[src/rtl/mem_access_ctrl.sv]
// Memory-stage access controller: issues held load/store/LL/SC requests to the
// data cache, captures load data and owns the LL/SC link register.
module mem_access_ctrl (
    input  logic        CLK,
    input  logic        RST,
    input  logic        dREN_EX_MEM,
    input  logic        dWEN_EX_MEM,
    input  logic        ll_EX_MEM,
    input  logic        sc_EX_MEM,
    input  logic [31:0] result_EX_MEM,
    input  logic [31:0] store_EX_MEM,
    input  logic        halt_EX_MEM,
    input  logic        enable_MEM_WB,
    input  logic        dhit,
    input  logic [31:0] dload,
    input  logic        snoop_inv,
    input  logic [31:0] snoop_addr,
    output logic        dREN,
    output logic        dWEN,
    output logic [31:0] daddr,
    output logic [31:0] dstore,
    output logic [31:0] dmemload,
    output logic        stall_MEM
);

    typedef enum logic [1:0] {IDLE, REQ, DONE} state_t;

    state_t      state, state_next;
    logic        pend, sc_req, sc_ok, sc_fail;
    logic        issue, fail_sc, complete;
    logic        is_ll, is_sc;
    logic        ll_done, store_hits_link, snoop_hit;
    logic        link_valid;
    logic [29:0] link_addr;
    logic        snoop_unused;

    function automatic logic word_match(input logic [29:0] a, input logic [29:0] b);
        return a == b;
    endfunction

    assign snoop_unused = ^snoop_addr[1:0];

    assign pend    = (dREN_EX_MEM | dWEN_EX_MEM) & ~halt_EX_MEM;
    assign sc_req  = sc_EX_MEM & dWEN_EX_MEM;
    assign sc_ok   = link_valid & word_match(link_addr, result_EX_MEM[31:2]);
    assign sc_fail = sc_req & ~sc_ok;

    always_ff @(posedge CLK or posedge RST) begin
        if (RST) state <= IDLE;
        else     state <= state_next;
    end

    always_comb begin
        state_next = state;
        issue      = 1'b0;
        fail_sc    = 1'b0;
        complete   = 1'b0;
        stall_MEM  = 1'b0;
        case (state)
            IDLE: begin
                stall_MEM = pend;
                if (pend) begin
                    if (sc_fail) begin
                        fail_sc    = 1'b1;
                        state_next = DONE;
                    end else begin
                        issue      = 1'b1;
                        state_next = REQ;
                    end
                end
            end
            REQ: begin
                stall_MEM = 1'b1;
                if (dhit) begin
                    complete   = 1'b1;
                    state_next = DONE;
                end
            end
            DONE: begin
                if (enable_MEM_WB) state_next = IDLE;
            end
            default: state_next = IDLE;
        endcase
        if (RST) stall_MEM = 1'b0;
    end

    // Cache request registers: held unchanged from issue until dhit
    always_ff @(posedge CLK or posedge RST) begin
        if (RST) begin
            dREN     <= 1'b0;
            dWEN     <= 1'b0;
            daddr    <= '0;
            dstore   <= '0;
            dmemload <= '0;
            is_ll    <= 1'b0;
            is_sc    <= 1'b0;
        end else begin
            if (issue) begin
                dREN   <= dREN_EX_MEM;
                dWEN   <= dWEN_EX_MEM;
                daddr  <= result_EX_MEM;
                dstore <= store_EX_MEM;
                is_ll  <= ll_EX_MEM & dREN_EX_MEM;
                is_sc  <= sc_req;
            end
            if (complete) begin
                dREN <= 1'b0;
                dWEN <= 1'b0;
                if (dREN)       dmemload <= dload;
                else if (is_sc) dmemload <= 32'd1;
            end
            if (fail_sc) dmemload <= '0;
        end
    end

    assign ll_done         = complete & is_ll;
    assign store_hits_link = complete & dWEN & ~is_sc & word_match(link_addr, daddr[31:2]);
    // A snoop must also kill a link being created in the same cycle
    assign snoop_hit       = snoop_inv & (word_match(link_addr, snoop_addr[31:2]) |
                                          (ll_done & word_match(daddr[31:2], snoop_addr[31:2])));

    always_ff @(posedge CLK or posedge RST) begin
        if (RST) begin
            link_valid <= 1'b0;
            link_addr  <= '0;
        end else begin
            if (ll_done) begin
                link_valid <= 1'b1;
                link_addr  <= daddr[31:2];
            end
            if ((issue | fail_sc) & sc_req) link_valid <= 1'b0;
            if (store_hits_link)            link_valid <= 1'b0;
            if (snoop_hit)                  link_valid <= 1'b0;
        end
    end

endmodule

[config.mk]
export PLATFORM = sky130hd
export DESIGN_NAME = mem_access_ctrl
export DESIGN_NICKNAME = d
export VERILOG_FILES = /design/src/rtl/mem_access_ctrl.sv
export SDC_FILE = /design/constraint.sdc
export NUM_CORES = 1
export LEC_CHECK = 0
export BUFFER_PORTS_ARGS = -buffer_cell sky130_fd_sc_hd__buf_4
export CAP_MARGIN = 10
export CORE_MARGIN = 1
export CORE_UTILIZATION = 50
export CTS_CLUSTER_SIZE = 25
export DETAILED_ROUTE_END_ITERATION = 12
export GPL_TIMING_DRIVEN = 0
export PLACE_DENSITY = 0.85
export SYNTH_ARGS = -nofsm -noshare
export SYNTH_HDL_FRONTEND = slang
export SYNTH_SLANG_ARGS = --single-unit
[constraint.sdc]
create_clock -name CLK -period 4.5 [get_ports CLK]
set_input_delay 0.45 -clock CLK [delete_from_list [all_inputs] [get_ports CLK]]
set_output_delay 0.45 -clock CLK [all_outputs]
set_load 0.05 [all_outputs]
After elaboration in Yosys (flattened, before gate mapping)

Index checks and enable logic that the tools add are counted.

Memory bits (writable): 0
Memories: 0
Word-level logic and storage cells: 71
Latch bits: 0
Output and inout port bits: 99
Memory bits (read-only): 0
Register bits after elaboration: 133

Reductions and logical operators: 7
Bitwise logic cells: 18
Shift-type cells: 0
Muxes and demuxes: 27
Equal/unequal tests: 9
Add/subtract/negate cells: 0
Divide/modulo/power cells: 0
$lt $le $gt $ge: 0
Multiply operators: 0

Operators with widths:

| operator             | number |
|---|---|
| $mux W32             | 4 |
| $eq A30 B30 Y1       | 4 |
| $mux W1              | 17 |
| $and A1 B1 Y1        | 12 |
| $mux W2              | 4 |
| $ne A2 B2 Y1 const B | 3 |
| $pmux W2 S3          | 1 |
| $reduce_bool A2 Y1   | 2 |
| $reduce_bool A4 Y1   | 1 |
| $not A1 Y1           | 3 |
| $or A1 B1 Y1         | 3 |
| $reduce_and A3 Y1    | 1 |
| $reduce_bool A3 Y1   | 1 |
| $eq A2 B1 Y1 const B | 1 |
| $eq A2 B2 Y1 const B | 1 |
| $logic_not A2 Y1     | 1 |
| $pmux W1 S2          | 1 |
| $reduce_and A2 Y1    | 1 |

Logic depth before layout (Yosys ltp)

Gate-level depths: netlist of run 1.

Depth in word-level cells: 12
Mapped depth: 8
Mapped depth without buffers: 6

Least setup slack after synthesis of run 1

OpenSTA, ideal clock, no wires.

Path type: input to register
Start: input port result_EX_MEM[29]
End: register daddr[29]
Slack: 2.029 ns
Data arrival time: 2.346 ns
Stages: 8
Cells stage by stage: xnor2_1 -> nand4_1 -> or4_4 -> nor4_4 -> o21a_2 -> buf_6 -> buf_12 -> mux2_4

Word-level cells in the longest chain between the ends: 7

Ends and longest elaborated chain:

| item                   | line | text |
|---|---|---|
| start: declaration     | 10   | `input logic [31:0] result_EX_MEM,` |
| $eq A30 B30 Y1         | 38   | `return a == b;` |
| $and A1 B1 Y1          | 45   | `assign sc_ok = link_valid & word_match(link_addr, result_EX_MEM[31:2]);` |
| $not A1 Y1             | 46   | `assign sc_fail = sc_req & ~sc_ok;` |
| $and A1 B1 Y1          | 46   |  |
| $mux W1                | 63   | `if (sc_fail) begin` |
| $mux W1                | 62   | `if (pend) begin` |
| $mux W1                | 59   | `case (state)` |
| end signal: assignment | 101  | `daddr <= result_EX_MEM;` |
| end: declaration       | 20   | `output logic [31:0] daddr,` |

Parallel ways exist; a longest one is shown, timed or not.
A chain may end at the register's enable or synchronous reset.

Worst setup path after layout of run 1

Start: register link_addr[27]
End: register dstore[3]

Word-level cells in the longest chain between the ends: 7

Ends and longest elaborated chain:

| item                     | line | text |
|---|---|---|
| start: declaration       | 34   | `logic [29:0] link_addr;` |
| start signal: assignment | 129  | `link_addr <= daddr[31:2];` |
| $eq A30 B30 Y1           | 38   |  |
| $and A1 B1 Y1            | 45   |  |
| $not A1 Y1               | 46   |  |
| $and A1 B1 Y1            | 46   |  |
| $mux W1                  | 63   |  |
| $mux W1                  | 62   |  |
| $mux W1                  | 59   |  |
| end signal: assignment   | 102  | `dstore <= store_EX_MEM;` |
| end: declaration         | 21   | `output logic [31:0] dstore,` |

Every way passes these cells.

==> flow_summary.yaml, run 1 <==
run_status:
  outcome: "finished clean"
global_route:
  grt-ovfl-total: 0
  grt_first_pass_wirelength_um: 26800
  first_global_vias: 5233
  antenna_found_initial: 0
  gr-usage-met3_pct: 8.12
  grt_max_degree: 87
  grtUsageMet1_pct: 31.3
  track_usage_pct: 27.3
  gr-usage-met2_pct: 46.0
  top_usage_layer: "met2"
routing:
  via_per_inst: 5.35
  num_vias: 5056
  wl_um: 17700
  drc: 0
  ant_nets: 0
  routedWlPerCell_um: 18.7
  drt-initial-drc-count: 251
  first_pass_iters: 4
clocking:
  clkTransAtPathRegs_ns: 0.06
  ctsResizeCount: 0
  cts_tree: "done"
  hold_buffers: 0
  clk-insertion-delay-late_ns: 0.42
  numCtsBuffers: 17
  clockBufferDepth: 2
  cts-root-buf: "clkbuf_16"
  htree_levels: 4
  clock-sinks: 133
  postCtsSetupBuffers: 0
timing:
  hold_viol_final: 0
  slew_violations: 0
  worst_slew_pin_slew_ns: 0.970
  max_slew_margin_pct: 34.9
  fmax_mhz: 333
  rsz0062_at_grt: "no"
  fin_worst_skew_ns: 0.00817
  timing.hold.ws_ns: 0.0722
  fin_crit_ns: 3.00
  tns_ns: 0
  setup_viol: 0
  fin_crit_sh_pct: 66.7
run:
  maxCapViolCount: 0
placed_design:
  gp_congestion: 0.909
  dp_cells: 913
  dp_hpwl_um: 13600
  numPortBuffers: 234
setup_path:
  endpoint_kind: "flip-flop"
  cp.arrival_ns: 3.30
  critPathMaxFanout: 10
  required_ns: 4.80
  critPathLaunchType: "flip-flop"
  criticalPathCategory: "reg -> reg"
logic_synthesis:
  synth_seq_cells: 133
  syn-cell-area_um2: 6420
  ys_warn_count: 0
  syn_area_per_cell_um2: 12.7
  synthesis.nets: 644
  synthCells: 506
  yosysUniqueCellTypes: 35
  synth-seq-area-share_pct: 51.9
pwr:
  vdd_drop_max_mv: 0.563
  power_density_nw_per_um2: 860
  p_leak_nw: 4.24
  finalPower_w: 0.00776
floorplanning:
  dieArea_um2: 13300
  dieWidth_um: 115
  io-pin-count: 237
  die_h_um: 115
  initial_utilization_pct: 51.1
  num_rows: 41
  core_area_um2: 12600
finish:
  fin_util_pct: 71.8
  synthToLayoutAreaGrowth_pct: 40.6
  drive_gt1_share_pct: 47.9
  diodes: 0
  nets: 898
  fin_cells: 945
min_path:
  hold_class: "in -> async"
metrics by stage:
step                      cell area (um2)  setup WS, ns
after floorplan                      6420         0.496
after global placement               8390        -0.871
after detailed placement             8420          1.40
after CTS                            9020          1.51
after global routing                 9020          1.42
final                                9020          1.50
worst paths after layout:
| path | cells past startpoint | start | endpoint | slack (ns) |
|---|---|---|---|---|
| worst max-delay path | 8 | link_addr[27] | dstore[3] | 1.50 |
| worst min-delay path | 2 | RST | dWEN | 0.07 |
| worst max register to register | 8 | link_addr[27] | dstore[3] | 1.50 |
| worst min register to register | 1 | dstore[23] | dstore[23] | 0.51 |
| max in group asynchronous | 3 | RST | dstore[20] | 3.68 |
| min in group CLK | 2 | snoop_inv | link_valid | 0.22 |
flip-flops by register name, indices dropped and copies added (netlist names):
name,cells
state,2
link_addr,30
dstore,32
is_ll,1
link_valid,1
dmemload,32
is_sc,1
dREN,1
daddr,32
dWEN,1
layout make-up:
| type | instances | area [um2] |
|---|---|---|
| Timing Repair Buffer | 235 | 1780 |
| Multi-Input combinational cell | 347 | 2950 |
| Buffer | 20 | 114 |
| Clock inverter | 10 | 128 |
| Tap cell | 172 | 215 |
| Fill cell | 892 | 3540 |
| Clock buffer | 22 | 474 |
| Inverter | 6 | 27.5 |
| Sequential cell | 133 | 3330 |
metal layers:
metal | wire length, um | vias up
li1 | - | 2303
met1 | 6760 | 2523
met2 | 9170 | 186
met3 | 1150 | 44
met4 | 619 | 0
met5 | 0 | -
kinds of logic after synthesis:
group	after synthesis	share of synthesized area, %
buffers and inverters	26	2.13
XOR/XNOR	120	16.4
AND/OR/NAND/NOR	86	7.25
flip-flops	133	51.9
AO/OA/AOI/OAI	45	5.03
multiplexers	96	17.4
layout by cell type, fill, tap and decap left out, types with 2 or more instances in the layout:
master     Yosys  layout
nor3b_1        2       2
o21ai_1        2       2
buf_4          4     238
inv_1          6       5
bufinv_16      0       3
xor2_1        66      66
clkbuf_16      0      17
a211oi_1       2       2
nor2_1        34      34
dfrtp_1      133     133
nand2_1        3       3
xnor2_1       54      54
nand4_1       18      18
nor4_1        19      19
buf_1          3       3
mux2_2        86      86
mux2_4         9       9
clkbuf_1      11      13
clkinv_2       0       6
a22oi_1       31      31
nor3_1         3       3
a21oi_1        4       4
clkbuf_8       0       3
Yosys cell counts:
cell        n  area [um2]
dfrtp_1   133        3330
mux2_2     86         968
xor2_1     66         578
xnor2_1    54         473
nor2_1     34         128
a22oi_1    31         233
nor4_1     19         119
nand4_1    18         113
clkbuf_1   11        41.3
mux2_4      9         135
inv_1       6        22.5
a21oi_1     4        20.0
buf_4       4        30.0
buf_1       3        11.3
nand2_1     3        11.3
nor3_1      3        15.0
a211oi_1    2        15.0
nor3b_1     2        15.0
o21ai_1     2        10.0
a311o_1     1        10.0
and2_0      1        6.26
and3b_1     1        8.76
buf_12      1        20.0
buf_6       1        11.3
mux2i_1     1        10.0
nand3_1     1        5.00
nor2b_1     1        6.26
nor4_4      1        21.3
o21a_2      1        8.76
o21ai_0     1        5.00
o21bai_1    1        7.51
o22ai_1     1        6.26
o31ai_1     1        7.51
or3_1       1        6.26
or4_4       1        11.3
worst max-delay path: stages (launching register included):
cell and delay [ns]:
dfrtp_1 0.43, xnor2_1 0.31, nand4_1 0.16, or4_4 0.58
nor4_4 0.43, o21a_2 0.28, buf_6 0.22, buf_12 0.17
mux2_4 0.30
power by group:
group          internal, W  switching, W  total [W]
registers          0.00178      0.000644    0.00242
logic              0.00150       0.00244    0.00394
clock network     0.000909      0.000491    0.00140
total              0.00419       0.00357    0.00776
No activity file was read; power rests on OpenSTA's default activity.
==> run 2: changes to the inputs <==
--- a/config.mk
+++ b/config.mk
@@ -5,14 +5,15 @@
 export SDC_FILE = /design/constraint.sdc
 export NUM_CORES = 1
 export LEC_CHECK = 0
+export ABC_AREA = 1
 export BUFFER_PORTS_ARGS = -buffer_cell sky130_fd_sc_hd__buf_4
 export CAP_MARGIN = 10
 export CORE_MARGIN = 1
-export CORE_UTILIZATION = 50
+export CORE_UTILIZATION = 46
 export CTS_CLUSTER_SIZE = 25
 export DETAILED_ROUTE_END_ITERATION = 12
 export GPL_TIMING_DRIVEN = 0
-export PLACE_DENSITY = 0.85
+export PLACE_DENSITY = 0.81
 export SYNTH_ARGS = -nofsm -noshare
 export SYNTH_HDL_FRONTEND = slang
 export SYNTH_SLANG_ARGS = --single-unit
==> constraint.sdc (replaced) <==
create_clock -name CLK -period 2.7 [get_ports CLK]
set_input_delay 0.27 -clock CLK [delete_from_list [all_inputs] [get_ports CLK]]
set_output_delay 0.27 -clock CLK [all_outputs]
set_load 0.05 [all_outputs]
==> run 2 against run 1 <==
Net effect: final cell count up 56%; clock-buffer cell count up 2; via count up 44%; critical endpoint is now link_addr[13]; die area up 22%; sequential cell count unchanged; synthesized cell count up 96%; largest cell class unchanged.
==> flow_summary.yaml, run 2 <==
run_status:
  outcome: "finished clean"
global_route:
  grt_first_pass_wirelength_um: 35000
  grtUsageMet1_pct: 35.2
  grt-ovfl-total: 0
  antenna_found_initial: 0
  top_usage_layer: "met2"
  gr-usage-met3_pct: 8.75
  track_usage_pct: 28.3
  first_global_vias: 6977
  gr-usage-met2_pct: 45.7
  grt_max_degree: 40
finish:
  synthToLayoutAreaGrowth_pct: 38.0
  mostFrequentLayoutCells: "350 x nand2_1, 234 x buf_4, 151 x inv_1, 133 x dfrtp_1, 95 x nand3_1"
  fillCellCount: 1271
  nets: 1389
  final_common_cell: "nand2_1"
  fin_cells: 1475
  drive_gt1_share_pct: 23.8
  final_cell_area_um2: 9960
  reg_top3: "daddr: 32 flops, dmemload: 32 flops, dstore: 32 flops"
  diodes: 0
timing:
  setup_viol: 0
  slew_violations: 0
  hold_viol_final: 0
  fmax_mhz: 438
  worst_slew_pin_slew_ns: 0.612
  fin_crit_ns: 2.28
  fin_worst_skew_ns: 0.00523
  max_slew_margin_pct: 59.0
  rsz0062_at_grt: "no"
  fin_crit_sh_pct: 84.5
clocking:
  ctsResizeCount: 0
  cts-root-buf: "clkbuf_16"
  cts_tree: "done"
  clockBufferDepth: 2
  numCtsBuffers: 17
  clkTransAtPathRegs_ns: 0.06
  clk-insertion-delay-late_ns: 0.42
  clock-sinks: 133
  htree_levels: 4
placed_design:
  numPortBuffers: 234
  dpl_cell_area_um2: 9330
  dp_hpwl_um: 17000
  gp_congestion: 0.913
  dp_cells: 1442
logic_synthesis:
  syn-cell-area_um2: 7210
  synth_area_leader_cell: "dfrtp_1"
  synth-seq-area-share_pct: 46.1
  synth_flop_cell: "dfrtp_1"
  synthesis.nets: 1131
  synthTopCellsByCount: "350 x nand2_1, 152 x inv_1, 133 x dfrtp_1"
  yosysUniqueCellTypes: 27
  syn_area_per_cell_um2: 7.26
  ys_warn_count: 0
  yosysMostFrequentCell: "nand2_1"
  synth_seq_cells: 133
  synth_top_area_share_pct: 46.1
  ys_async_sr_fraction_pct: 100
  synthCells: 993
  netlist_top_cells_area: "dfrtp_1 46%, nand2_1 18%, inv_1 7.9%, nand3_1 6.6%, o21ai_0 5.4%"
  synth_edf_count: 0
setup_path:
  endpoint_kind: "flip-flop"
  critPathMaxFanout: 10
  path_buf_inv: 3
  criticalPathCategory: "reg -> reg"
  cp.arrival_ns: 2.56
  cpPeakStageDelay_ns: 0.47
  critical_path.slowest_cell: "clkbuf_1"
  critPathMostFrequentCell: "nand2_1"
  required_ns: 2.97
  path_cells: "inv_1, nand2_1, nor2_2, nand2_1, clkinv_1, clkbuf_1, o21ai_0"
  critPathLaunchType: "flip-flop"
  critPathTopFamily: "buffers and inverters"
pwr:
  vdd_drop_max_mv: 0.758
  p_leak_nw: 5.38
  power_density_nw_per_um2: 1290
routing:
  num_vias: 7302
  via_per_inst: 4.95
  routedWlPerCell_um: 15.0
  wl_um: 22100
  ant_nets: 0
  drc: 0
  first_pass_iters: 6
  drt-initial-drc-count: 492
floorplanning:
  initial_utilization_pct: 47.3
  io-pin-count: 237
  dieArea_um2: 16200
  num_rows: 45
  die_h_um: 127
  core_area_um2: 15300
  dieWidth_um: 127
run:
  maxCapViolCount: 0
min_path:
  hold_class: "in -> reg"
run 2: changes by cell type after synthesis, sizes merged, moves of 8 or more:
cell    previous run  this run
xnor2             54        37
a22oi             31         0
xor2              66        14
nand4             18         9
or2                0         8
mux2              95         0
nand2              3       352
clkbuf            11        20
inv                6       157
nand3              1        95
nor3               3        13
nor4              20         0
o21ai              3        88
run 2: cells by family after synthesis:
| logic type | Yosys count | synth area share, % |
|---|---|---|
| xor+xnor | 51 | 6.19 |
| buf+inv | 194 | 10.9 |
| simple gates | 511 | 29.2 |
| flops | 133 | 46.1 |
| compound gates | 104 | 7.56 |
run 2: worst paths after layout:
path / start / slack [ns] / end / cells past startpoint
max in group asynchronous: RST / 1.27 / daddr[6] / 6
setup reg to reg: state[1] / 0.42 / link_addr[13] / 7
hold / removal: snoop_inv / 0.03 / link_valid / 2
min in group asynchronous: RST / 0.45 / dmemload[6] / 3
hold reg to reg: dstore[1] / 0.47 / dstore[1] / 2
setup / recovery: state[1] / 0.42 / link_addr[13] / 7
run 2: cell type report:
cell class / instances / area, um2 / area share [%]
clock buffers: 24 / 502 / 5.04
well taps: 211 / 264 / 2.65
repair buffers: 239 / 1850 / 18.6
multi-input cells: 666 / 3100 / 31.1
flip-flops and latches: 133 / 3330 / 33.4
plain buffers: 36 / 191 / 1.92
clock inverters: 8 / 120 / 1.21
inverters: 158 / 597 / 5.99
run 2: power by group:
group	switching [W]	total (W)	internal, W
registers	0.000895	0.00378	0.00288
clock network	0.000867	0.00244	0.00157
logic	0.00448	0.00658	0.00211
run 2: metal layers:
layer | share of wire (%) | routed length [um]
met5 | 0 | 0
met4 | 3.1 | 684
met3 | 9.0 | 2000
met2 | 48 | 10600
met1 | 40 | 8880
run 2: metrics by stage:
step / worst slack, ns / util, % / total power (W) / TNS (ns) / hold WS (ns)
after floorplan: 0.779 / - / 0.00819 / 0 / 0.356
after global routing: 0.271 / 65.3 / 0.0136 / 0 / 0.0205
final: 0.417 / 65.3 / 0.0128 / 0 / 0.0294
after detailed placement: 0.521 / 61.1 / 0.0103 / 0 / 0.350
after global placement: -0.188 / 60.5 / 0.0102 / -23.36 / 0.455
after CTS: 0.460 / 65.3 / 0.0128 / 0 / 0.0159
run 2: what timing repair did:
| item | CTS | global route |
|---|---|---|
| endpoints found under the hold margin | 20 | 0 |
| setup buffers | 0 | 0 |
| hold buffers | 1 | 0 |
==> run 3: changes to the inputs <==
--- a/config.mk
+++ b/config.mk
@@ -5,11 +5,11 @@
 export SDC_FILE = /design/constraint.sdc
 export NUM_CORES = 1
 export LEC_CHECK = 0
-export ABC_AREA = 1
+export ABC_AREA = 0
 export BUFFER_PORTS_ARGS = -buffer_cell sky130_fd_sc_hd__buf_4
 export CAP_MARGIN = 10
 export CORE_MARGIN = 1
-export CORE_UTILIZATION = 46
+export CORE_UTILIZATION = 45
 export CTS_CLUSTER_SIZE = 25
 export DETAILED_ROUTE_END_ITERATION = 12
 export GPL_TIMING_DRIVEN = 0
==> constraint.sdc (replaced) <==
create_clock -name CLK -period 2 [get_ports CLK]
set_input_delay 0.2 -clock CLK [delete_from_list [all_inputs] [get_ports CLK]]
set_output_delay 0.2 -clock CLK [all_outputs]
set_load 0.05 [all_outputs]
==> run 3 against run 2 <==
Net effect: the run now ends with negative setup slack left; sequential power is 44% higher; sequential cell count stayed put; clock power is 25% higher; clock-buffer cell count is 2 lower; wire length is 11% lower; non-clock buffer count is 7 higher; combinational power is 51% higher; setup slack worse by 0.95 ns; register-to-register slack worse by 0.95 ns; first-iteration DRC count is 36% lower; maximum frequency is 9.8% lower; final cell count is 33% lower; critical endpoint is now dstore[12]; highest routed layer unchanged.
==> flow_summary.yaml, run 3 (same netlist as run 1, synthesis figures left out) <==
run_status:
  outcome: "finished, violations left"
  violations: "negative setup slack"
pwr:
  p_leak_nw: 4.55
  p_int_w: 0.00998
  power_density_nw_per_um2: 1870
  p_comb_share_pct: 53.9
  vdd_drop_max_mv: 1.32
  finalPower_w: 0.0184
  seq_power_share_pct: 29.5
  p_sw_w: 0.00845
  p_clk_share_pct: 16.6
  switching_share_pct: 45.9
floorplanning:
  dieWidth_um: 121
  dieArea_um2: 14700
  io-pin-count: 237
  die_h_um: 121
  initial_utilization_pct: 46.2
  core_area_um2: 13900
  num_rows: 43
routing:
  ant_nets: 0
  drt-initial-drc-count: 313
  num_vias: 5258
  via_per_inst: 5.36
  first_pass_iters: 5
  wl_um: 19600
  routedWlPerCell_um: 20.0
  drc: 0
clocking:
  numCtsBuffers: 17
  clk-insertion-delay-late_ns: 0.41
  htree_levels: 4
  clockBufferDepth: 2
  clkTransAtPathRegs_ns: 0.06
  cts_tree: "done"
  cts-root-buf: "clkbuf_16"
  clock-sinks: 133
run:
  maxCapViolCount: 0
setup_path:
  critPathLaunchType: "flip-flop"
  cp.arrival_ns: 2.83
  critPathMaxFanout: 5
  criticalPathCategory: "reg -> reg"
  required_ns: 2.30
  endpoint_kind: "flip-flop"
timing:
  fin_crit_sh_pct: 127
  hold_viol_final: 0
  setup_slack_ns: -0.532
  setup_viol: 102
  fin_worst_skew_ns: 0.00880
  fin_crit_ns: 2.53
  rsz0062_at_grt: "yes"
  slew_violations: 0
  fmax_mhz: 395
  worst_slew_pin_slew_ns: 0.730
  max_slew_margin_pct: 51.2
placed_design:
  gp_congestion: 0.911
  dp_slack_ns: -0.730
  numPortBuffers: 234
  dp_hpwl_um: 13800
  dp_cells: 923
  dpl_cell_area_um2: 8460
finish:
  fin_cells: 981
  drive_gt1_share_pct: 56.1
  reg_top3: "daddr: 32 flops, dmemload: 32 flops, dstore: 32 flops"
  multi_input_area_um2: 3350
  diodes: 0
  register_area_um2: 3340
  synthToLayoutAreaGrowth_pct: 53.3
  nets: 926
  mostFrequentLayoutCells: "245 x buf_4, 126 x dfrtp_1, 66 x xor2_1, 57 x mux2_2, 47 x xnor2_1"
  final_common_cell: "buf_4"
  fin_util_pct: 70.9
  fillCellCount: 980
  final_cell_area_um2: 9840
min_path:
  hold_class: "in -> reg"
global_route:
  grt-ovfl-total: 0
  antenna_found_initial: 0
  track_usage_pct: 26.4
  grt_first_pass_wirelength_um: 28800
  grt_max_degree: 41
  first_global_vias: 5468
run 3: power by group through the flow:
stage	Combinational, W	Clock [W]	Sequential [W]
after CTS	0.00956	0.00309	0.00540
after floorplan	0.00279	0	0.00861
after global placement	0.00874	0	0.00531
after detailed placement	0.00888	0	0.00543
final	0.00994	0.00306	0.00543
after global routing	0.0104	0.00320	0.00559
run 3: worst max-delay path, cell delays in order, from the launching register on:
cell and delay, ns:
dfrtp_1 0.41, xor2_1 0.16, nor4_2 0.34, nand4_1 0.27, nor4_4 0.42, o21a_4 0.22
buf_8 0.14, clkbuf_16 0.15, mux2_4 0.30
run 3: timing repair:
action / in CTS / in global routing
hold endpoints to repair: 30 / 0
hold buffers: 4 / 0
setup endpoints to repair: 133 / 103
gates resized for setup: 91 / 47
gates cloned: 5 / 2
pin swaps: 45 / 5
setup buffers: 13 / 3
run 3: final cells by class:
class                           instances  share of cell area (%)
Buffer                                 19                    1.83
Inverter                                6                   0.267
Clock buffer                           22                    4.82
Sequential cell                       133                    33.9
Timing Repair Buffer                  263                    21.8
Clock inverter                         10                    1.06
Multi-Input combinational cell        348                    34.0
Tap cell                              180                    2.29
run 3: final timing paths:
check                                     end  slack (ns)             start  cells after the start
worst max-delay path               dstore[12]       -0.53     link_addr[24]                      8
worst min-delay path               dstore[13]        0.02  store_EX_MEM[13]                      2
worst max register to register     dstore[12]       -0.53     link_addr[24]                      8
worst min register to register       daddr[1]        0.50          daddr[1]                      1
max in group asynchronous       link_addr[12]        0.84               RST                      4
min in group asynchronous        dmemload[31]        0.51               RST                      3
run 3: stage by stage:
step	hold WS, ns	setup TNS, ns
after floorplan	0.286	-15.72
final	0.0189	-43.40
after CTS	0.00126	-47.65
after global routing	0.00142	-47.77
after detailed placement	0.370	-54.02
after global placement	0.383	-137.64
run 3: routing by layer:
metal | GRT usage [%] | share of wire (%) | vias up
met2 | 43.1 | 50 | 239
li1 | - | - | 2360
met5 | 0 | 0 | -
met4 | 13.0 | 3.4 | 0
met3 | 8.08 | 7.7 | 48
met1 | 31.4 | 39 | 2611
